### config.mk
export PLATFORM = sky130hd
export DESIGN_NAME = rotor_bank
export DESIGN_NICKNAME = d
export VERILOG_FILES = /design/src/rtl/rotor_bank.sv
export SDC_FILE = /design/constraint.sdc
export NUM_CORES = 2
export LEC_CHECK = 0
export ABC_AREA = 1
export CAP_MARGIN = 20
export CORE_MARGIN = 3
export CORE_UTILIZATION = 60
export CTS_CLUSTER_SIZE = 12
export DETAILED_ROUTE_END_ITERATION = 10
export HOLD_SLACK_MARGIN = 0.06
export PLACE_DENSITY = 0.85
export SETUP_SLACK_MARGIN = 0.3
export SLEW_MARGIN = 30
export SYNTH_ARGS = -nofsm -noshare
export SYNTH_HDL_FRONTEND = slang
export SYNTH_SLANG_ARGS = --single-unit
### constraint.sdc
create_clock -name clk -period 68.6 [get_ports clk]
set_input_delay 10.29 -clock clk [delete_from_list [all_inputs] [get_ports clk]]
set_output_delay 10.29 -clock clk [all_outputs]
set_load 0.05 [all_outputs]
### src/rtl/rotor_bank.sv
// Rotor bank cipher: stepping rotor chain with per-rotor wiring tables and a valid/ready handshake.
// Optional reflector stage enabled by defining ROTOR_BANK_REFLECTOR_EN.
`timescale 1ns/1ps
module rotor_bank #(
  parameter int NUM_ROTORS = 3,
  parameter int ALPHA      = 26,
  parameter int BASE       = 65,
  parameter int SYM_W      = 8
) (
  input  logic                   clk,
  input  logic                   reset,
  input  logic                   cfg_we,
  input  logic [1:0]             cfg_sel,
  input  logic [4:0]             cfg_offset,
  input  logic [4:0]             cfg_step,
  input  logic [4:0]             cfg_notch,
  input  logic [ALPHA*SYM_W-1:0] cfg_map,
  input  logic                   in_valid,
  output logic                   in_ready,
  input  logic [SYM_W-1:0]       in_char,
  input  logic                   in_dec,
  output logic                   out_valid,
  input  logic                   out_ready,
  output logic [SYM_W-1:0]       out_char,
  output logic                   err
);

  typedef enum logic [1:0] {IDLE, STEP, XLAT, OUT} state_t;
  typedef logic [SYM_W:0] wide_t;

  localparam wide_t ALPHA_W = wide_t'(ALPHA);
  localparam wide_t BASE_W  = wide_t'(BASE);
`ifdef ROTOR_BANK_REFLECTOR_EN
  localparam int XLAT_CYC = 2*NUM_ROTORS+1;
`else
  localparam int XLAT_CYC = NUM_ROTORS;
`endif
  localparam logic [3:0] LAST_CNT = 4'(XLAT_CYC-1);
  localparam logic [3:0] N_CNT    = 4'(NUM_ROTORS);

  state_t           state_q;
  logic [4:0]       pos_q   [NUM_ROTORS];
  logic [4:0]       notch_q [NUM_ROTORS];
  logic [4:0]       step_q;
  logic [SYM_W-1:0] map_q   [NUM_ROTORS][ALPHA];
  logic [SYM_W-1:0] char_q;
  logic             dec_q;
  logic [3:0]       cnt_q;
  logic             outValid_q;
  logic [SYM_W-1:0] outChar_q;
  logic             err_q;

  logic [4:0]       pos_d [NUM_ROTORS];
  logic [SYM_W-1:0] char_d;
  logic             xlatErr_d;

  logic [1:0]       rotSel;
  logic             inverse;
  logic             reflect;
  logic [SYM_W-1:0] selMap [ALPHA];
  wide_t            selPos;
  wide_t            symIdx;
  wide_t            mapIdx;
  wide_t            hitIdx;
  logic             hit;

  // Operands are always below ALPHA, so a single conditional subtraction suffices.
  function automatic wide_t modAlpha(input wide_t a, input wide_t b);
    wide_t s;
    s = a + b;
    return (s >= ALPHA_W) ? s - ALPHA_W : s;
  endfunction

  function automatic logic [4:0] cfgReduce(input logic [4:0] v);
    return (wide_t'(v) >= ALPHA_W) ? 5'(wide_t'(v) - ALPHA_W) : v;
  endfunction

  function automatic logic inAlpha(input logic [SYM_W-1:0] c);
    return (wide_t'(c) >= BASE_W) && (wide_t'(c) < BASE_W + ALPHA_W);
  endfunction

  // Carries look at pre-step positions, so every rotor updates in the same cycle.
  always_comb begin
    pos_d[0] = 5'(modAlpha(wide_t'(pos_q[0]), wide_t'(step_q)));
    for (int r = 1; r < NUM_ROTORS; r++) begin
      pos_d[r] = 5'(modAlpha(wide_t'(pos_q[r]),
                             (pos_q[r-1] == notch_q[r-1]) ? wide_t'(1) : wide_t'(0)));
    end
  end

  always_comb begin
    rotSel  = '0;
    inverse = 1'b0;
    reflect = 1'b0;
`ifdef ROTOR_BANK_REFLECTOR_EN
    if (cnt_q < N_CNT) begin
      rotSel = 2'(cnt_q);
    end else if (cnt_q == N_CNT) begin
      reflect = 1'b1;
    end else begin
      rotSel  = 2'(4'(2*NUM_ROTORS) - cnt_q);
      inverse = 1'b1;
    end
`else
    inverse = dec_q;
    rotSel  = dec_q ? 2'(N_CNT - 4'd1 - cnt_q) : 2'(cnt_q);
`endif
  end

  always_comb begin
    selPos = '0;
    for (int i = 0; i < ALPHA; i++) selMap[i] = '0;
    for (int r = 0; r < NUM_ROTORS; r++) begin
      if (rotSel == 2'(r)) begin
        selPos = wide_t'(pos_q[r]);
        for (int i = 0; i < ALPHA; i++) selMap[i] = map_q[r][i];
      end
    end
  end

  // Descending scan leaves the lowest matching index in hitIdx.
  always_comb begin
    symIdx    = wide_t'(char_q) - BASE_W;
    mapIdx    = modAlpha(symIdx, selPos);
    hit       = 1'b0;
    hitIdx    = '0;
    char_d    = char_q;
    xlatErr_d = 1'b0;
    for (int i = ALPHA-1; i >= 0; i--) begin
      if (selMap[i] == char_q) begin
        hit    = 1'b1;
        hitIdx = wide_t'(i);
      end
    end
    if (reflect) begin
      if (inAlpha(char_q)) char_d = SYM_W'(BASE_W + ALPHA_W - wide_t'(1) - symIdx);
    end else if (inverse) begin
      if (hit) begin
        char_d = SYM_W'(BASE_W + modAlpha(hitIdx, ALPHA_W - selPos));
      end else begin
        char_d    = SYM_W'(63);
        xlatErr_d = 1'b1;
      end
    end else if (inAlpha(char_q)) begin
      for (int i = 0; i < ALPHA; i++) begin
        if (mapIdx == wide_t'(i)) char_d = selMap[i];
      end
    end
  end

  // OUT spends one cycle loading the result register before raising out_valid.
  always_ff @(posedge clk or posedge reset) begin
    if (reset) begin
      state_q    <= IDLE;
      step_q     <= '0;
      char_q     <= '0;
      dec_q      <= 1'b0;
      cnt_q      <= '0;
      outValid_q <= 1'b0;
      outChar_q  <= '0;
      err_q      <= 1'b0;
      for (int r = 0; r < NUM_ROTORS; r++) begin
        pos_q[r]   <= '0;
        notch_q[r] <= '0;
        for (int i = 0; i < ALPHA; i++) map_q[r][i] <= '0;
      end
    end else begin
      case (state_q)
        IDLE: begin
          if (cfg_we) begin
            for (int r = 0; r < NUM_ROTORS; r++) begin
              if (cfg_sel == 2'(r)) begin
                pos_q[r]   <= cfgReduce(cfg_offset);
                notch_q[r] <= cfgReduce(cfg_notch);
                for (int i = 0; i < ALPHA; i++) begin
                  map_q[r][i] <= cfg_map[(ALPHA-1-i)*SYM_W +: SYM_W];
                end
                if (r == 0) step_q <= cfgReduce(cfg_step);
              end
            end
          end
          if (in_valid) begin
            char_q  <= in_char;
            dec_q   <= in_dec;
            state_q <= inAlpha(in_char) ? STEP : OUT;
          end
        end
        STEP: begin
          for (int r = 0; r < NUM_ROTORS; r++) pos_q[r] <= pos_d[r];
          cnt_q   <= '0;
          state_q <= XLAT;
        end
        XLAT: begin
          char_q <= char_d;
          if (xlatErr_d) err_q <= 1'b1;
          cnt_q <= cnt_q + 4'd1;
          if (cnt_q == LAST_CNT) state_q <= OUT;
        end
        OUT: begin
          if (!outValid_q) begin
            outValid_q <= 1'b1;
            outChar_q  <= char_q;
          end else if (out_ready) begin
            outValid_q <= 1'b0;
            outChar_q  <= '0;
            state_q    <= IDLE;
          end
        end
        default: state_q <= IDLE;
      endcase
    end
  end

  assign in_ready  = (state_q == IDLE);
  assign out_valid = outValid_q;
  assign out_char  = outChar_q;
  assign err       = err_q;

endmodule

# Word-level counts from Yosys, hierarchy flattened
# Cells that the tools add are included.
[totals]
register_bits = 679
inputBits = 239
output_inout_bits = 11
elab_cells = 331
[classes]
n_eq_ne = 72
n_lt_le_gt_ge = 12
n_addsub = 18
n_reduce_logical = 20
mux = 118
[op_table]
columns = ["op", "n"]
rows = [
  ["$mux 208", 3],
  ["$mux 8", 33],
  ["$mux 9", 27],
  ["$eq 8x8->1", 26],
  ["$eq 9x5->1 const B", 10],
  ["$eq 9x4->1 const B", 8],
  ["$mux 5", 12],
  ["$eq 9x3->1 const B", 4],
  ["$mux 1", 32],
  ["$pmux 15 s2", 1],
  ["$sub 5x5->5 const B", 6],
  ["$ne 28x28->1 const B", 1],
  ["$add 9x9->9", 2],
  ["$eq 9x2->1 const B", 2],
  ["$ge 6x5->1 const B", 3],
  ["$ge 9x5->1 const B", 2],
  ["$reduce_and 3->1", 6],
  ["$ge 8x7->1 const B", 2],
  ["$lt 8x7->1 const B", 2],
  ["$pmux 8 s2", 1],
  ["$ge 5x5->1 const B", 3],
  ["$mux 15", 1],
  ["$add 5x1->6", 2],
  ["$mux 2", 6],
  ["other kinds (24)", 45],
]

# Longest topological paths before layout
[logic_depth]
ltp_word = 40
ltp_mapped = 64
mapped_depth_nobuf = 59

# Worst setup path before layout
# Ideal clock, no wire load.
[synth_timing]
path_kind = "in2reg"
start = "input port cfg_we"
end = "register pos_q[11] in the netlist's numbering"
t_arrival_ps = 11622
setup_ps = 83
path_slack_ps = 56896
stages = 7
n_path_buf = 1
path_cell_list = "nand2_1 > nor3_1 > clkinv_1 > clkbuf_1 > nand2_1 > nor2_1 > a31oi_1"
[synth_between]
elab_chain_len = 2
[synth_rtl]
columns = ["element", "line", "rtl"]
rows = [
  ["from (decl)", "12", "input logic cfg_we,"],
  ["$ne 2x2->1 (no source line)", "--", ""],
  ["$reduce_and 3->1 (no source line)", "--", ""],
  ["to (signal, indexed assignment)", "173", "pos_q[r] <= cfgReduce(cfg_offset);"],
  ["to (decl)", "42", "logic [4:0] pos_q [NUM_ROTORS];"],
]
# No other way between the ends.
# A chain may end at the register's enable or synchronous reset.

==> flow_summary.yaml <==
floorplan:
  initial_core_util: 0.607
  fp.dieArea_um2: 65600
  die_height_um: 256
  core-area_um2: 61800
  io_pins: 250
  die_x_um: 256
  row_count: 91
worst_setup_path:
  crit_buf_inv: 6
  crit_path_frequent_cell: "buf_6"
  r2r_setup_slack_ns: 59.19
  slowest_delay_ns: 0.72
  critPathSlowestCell: "buf_6"
  crit_fanout: 162
  r2r_cells: 48
  end_kind: "asynchronous set/reset pin"
  worstSetupPathType: "primary input to asynchronous set/reset pin"
  worstPathArrival_ns: 14.25
  crit_required_ns: 69.25
  cp-start-kind: "primary input"
  r2r_end: "char_q[6]"
  cp_top_family: "buffers and inverters"
  rr_startpoint: "cnt_q[1]"
  path_cells: "clkdlybuf4s50_1 > inv_8 > buf_12 > buf_4 > buf_6 > buf_6"
synthesis:
  yosysWarnings: 0
  ys_seq_area_frac: 0.453
  syn-num-nets: 5269
  synth.distinct_cells: 63
  synth_edf_count: 0
  synthCells: 4982
  synth.avg_cell_area_um2: 7.53
  synth-main-ff-cell: "dfrtp_1"
  ys_seq_elements: 679
  synth_area_um2: 37500
  async_flop_share: 1.00
detailed_routing:
  vias: 35300
  ant_nets: 0
  routed_wl_um: 113000
  first_iter_violations: 4274
  viasPerCell: 5.93
  drt-wirelength-per-cell_um: 19.0
  drc: 0
  firstDrtPassIters: 6
cts:
  worstSkewPairLatency_ns: 0.63
  post_cts_buffers: 0
  cts_buffers: 74
  cts.sinks: 679
  cts_resized: 0
  cts_tree: "done"
  ctsHoldBuffers: 0
  htree_levels: 3
  path_clk_slew_ns: 0.06
  cts_buffer_depth: 3
  cts_root_buffer: "clkbuf_16"
hold_path:
  min_to: "err"
  hold_depth: 2
  worstHoldStart: "err"
  hold_path_class: "flop to flop"
sta:
  setup_viol: 0
  skew_ns: 0.0163
  worst_slew_pin_slew_ns: 1.07
  final_hold_viol_count: 0
  fin_ws_ns: 55.00
  slew_headroom: 0.279
  fin_hold_ws_ns: 0.469
  setup_tns_ns: 0
  fin_crit_sh: 0.198
  max_freq_ghz: 0.0735
  finalMaxSlewViolations: 0
  period_needed_ns: 13.60
  rsz0062_at_grt: "false"
layout:
  insertedDiodeCount: 0
  final_cells: 5941
  final_cell_mix: "1,389 x nand2_1, 864 x o21ai_0, 679 x dfrtp_1, 587 x inv_1, 292 x nand3_1"
  final_common_cell: "nand2_1"
  drive_gt1_frac: 0.0504
  fin_nets: 5340
  synthToLayoutAreaGrowth_pct: 13.8
global_routing:
  grt_pass1_vias: 33100
  antenna_found_initial: 0
  grt_pass1_wl_um: 178000
  grt.overflow.total: 0
  grt_usage: 0.337
  grt_max_degree: 191
placed_design:
  dp.final_hpwl_um: 73000
  gp_congestion: 0.984
  port_buffers: 249
  pre_cts_slack_ns: 54.19
  numPlacedInstances: 5813
outcome:
  status: "complete, no violations"
job:
  maxCapViolCount: 0
[cell usage after synthesis (45+ instances only)]
cell,count,share of area
clkbuf_1,186,0.019
a21oi_1,93,0.012
inv_1,589,0.059
xor2_1,166,0.039
dfrtp_1,679,0.45
buf_2,62,0.0083
ha_1,45,0.015
nand2_1,1391,0.14
o211ai_1,120,0.024
nand3_1,293,0.039
o21ai_0,864,0.12
nor2_1,141,0.014
[state kept, by name, summed over array words and instances (netlist names)]
signal and cells:
out_valid 1, step_q 5, dec_q 1, cnt_q 4, out_char 8, state_q 2
notch_q 10, map_q 624, pos_q 15, char_q 8, err 1
[layer usage]
| layer | track usage | part of all wire | vias up |
|---|---|---|---|
| met5 | 0 | 0 | - |
| met4 | 0.170 | 0.052 | 0 |
| met3 | 0.0596 | 0.099 | 374 |
| met2 | 0.527 | 0.46 | 1877 |
| met1 | 0.454 | 0.39 | 16700 |
| li1 | - | - | 16300 |
[through the flow]
stage	utilization	instance area, µm²
3_3_place_gp	0.651	40200
4_1_cts	0.690	42700
6_report	0.691	42700
3_5_place_dp	0.651	40200
5_1_grt	0.691	42700
2_1_floorplan	-	37500
[worst min-delay path, stage by stage, from the launching register on]
cell,delay [ns]
dfrtp_1,0.34
inv_1,0.04
nand2_1,0.05
[final cells by class]
cell class	instances	area, µm²
sequential	679	17000
tap	837	1050
timing repair buffer	290	2880
fill	4790	19100
clock inverter	15	221
clock buffer	112	2200
multi-input combinational	3386	17000
inverter	622	2360
[cell families after synthesis]
kind of cell,count (synthesis),share of synthesized area
buffers and inverters,917,0.0957
DFF,679,0.453
and+or+nand+nor,1976,0.221
AOI/OAI and AO/OA,1191,0.174
adders and majority gates,48,0.0166
xor gates and xnor gates,171,0.0399
[how the worst max path moves through the flow]
stage | cells past startpoint | startpoint | end
floorplan | 1 | reset | char_q[0]
global placement | 6 | reset | map_q[553]
detailed placement | 6 | reset | map_q[345]
CTS | 6 | reset | map_q[340]
global route | 6 | reset | map_q[553]
finish | 6 | reset | map_q[142]
Power is not shown: default switching activity piles up to over one toggle a cycle in this logic, so the estimate is an artifact.
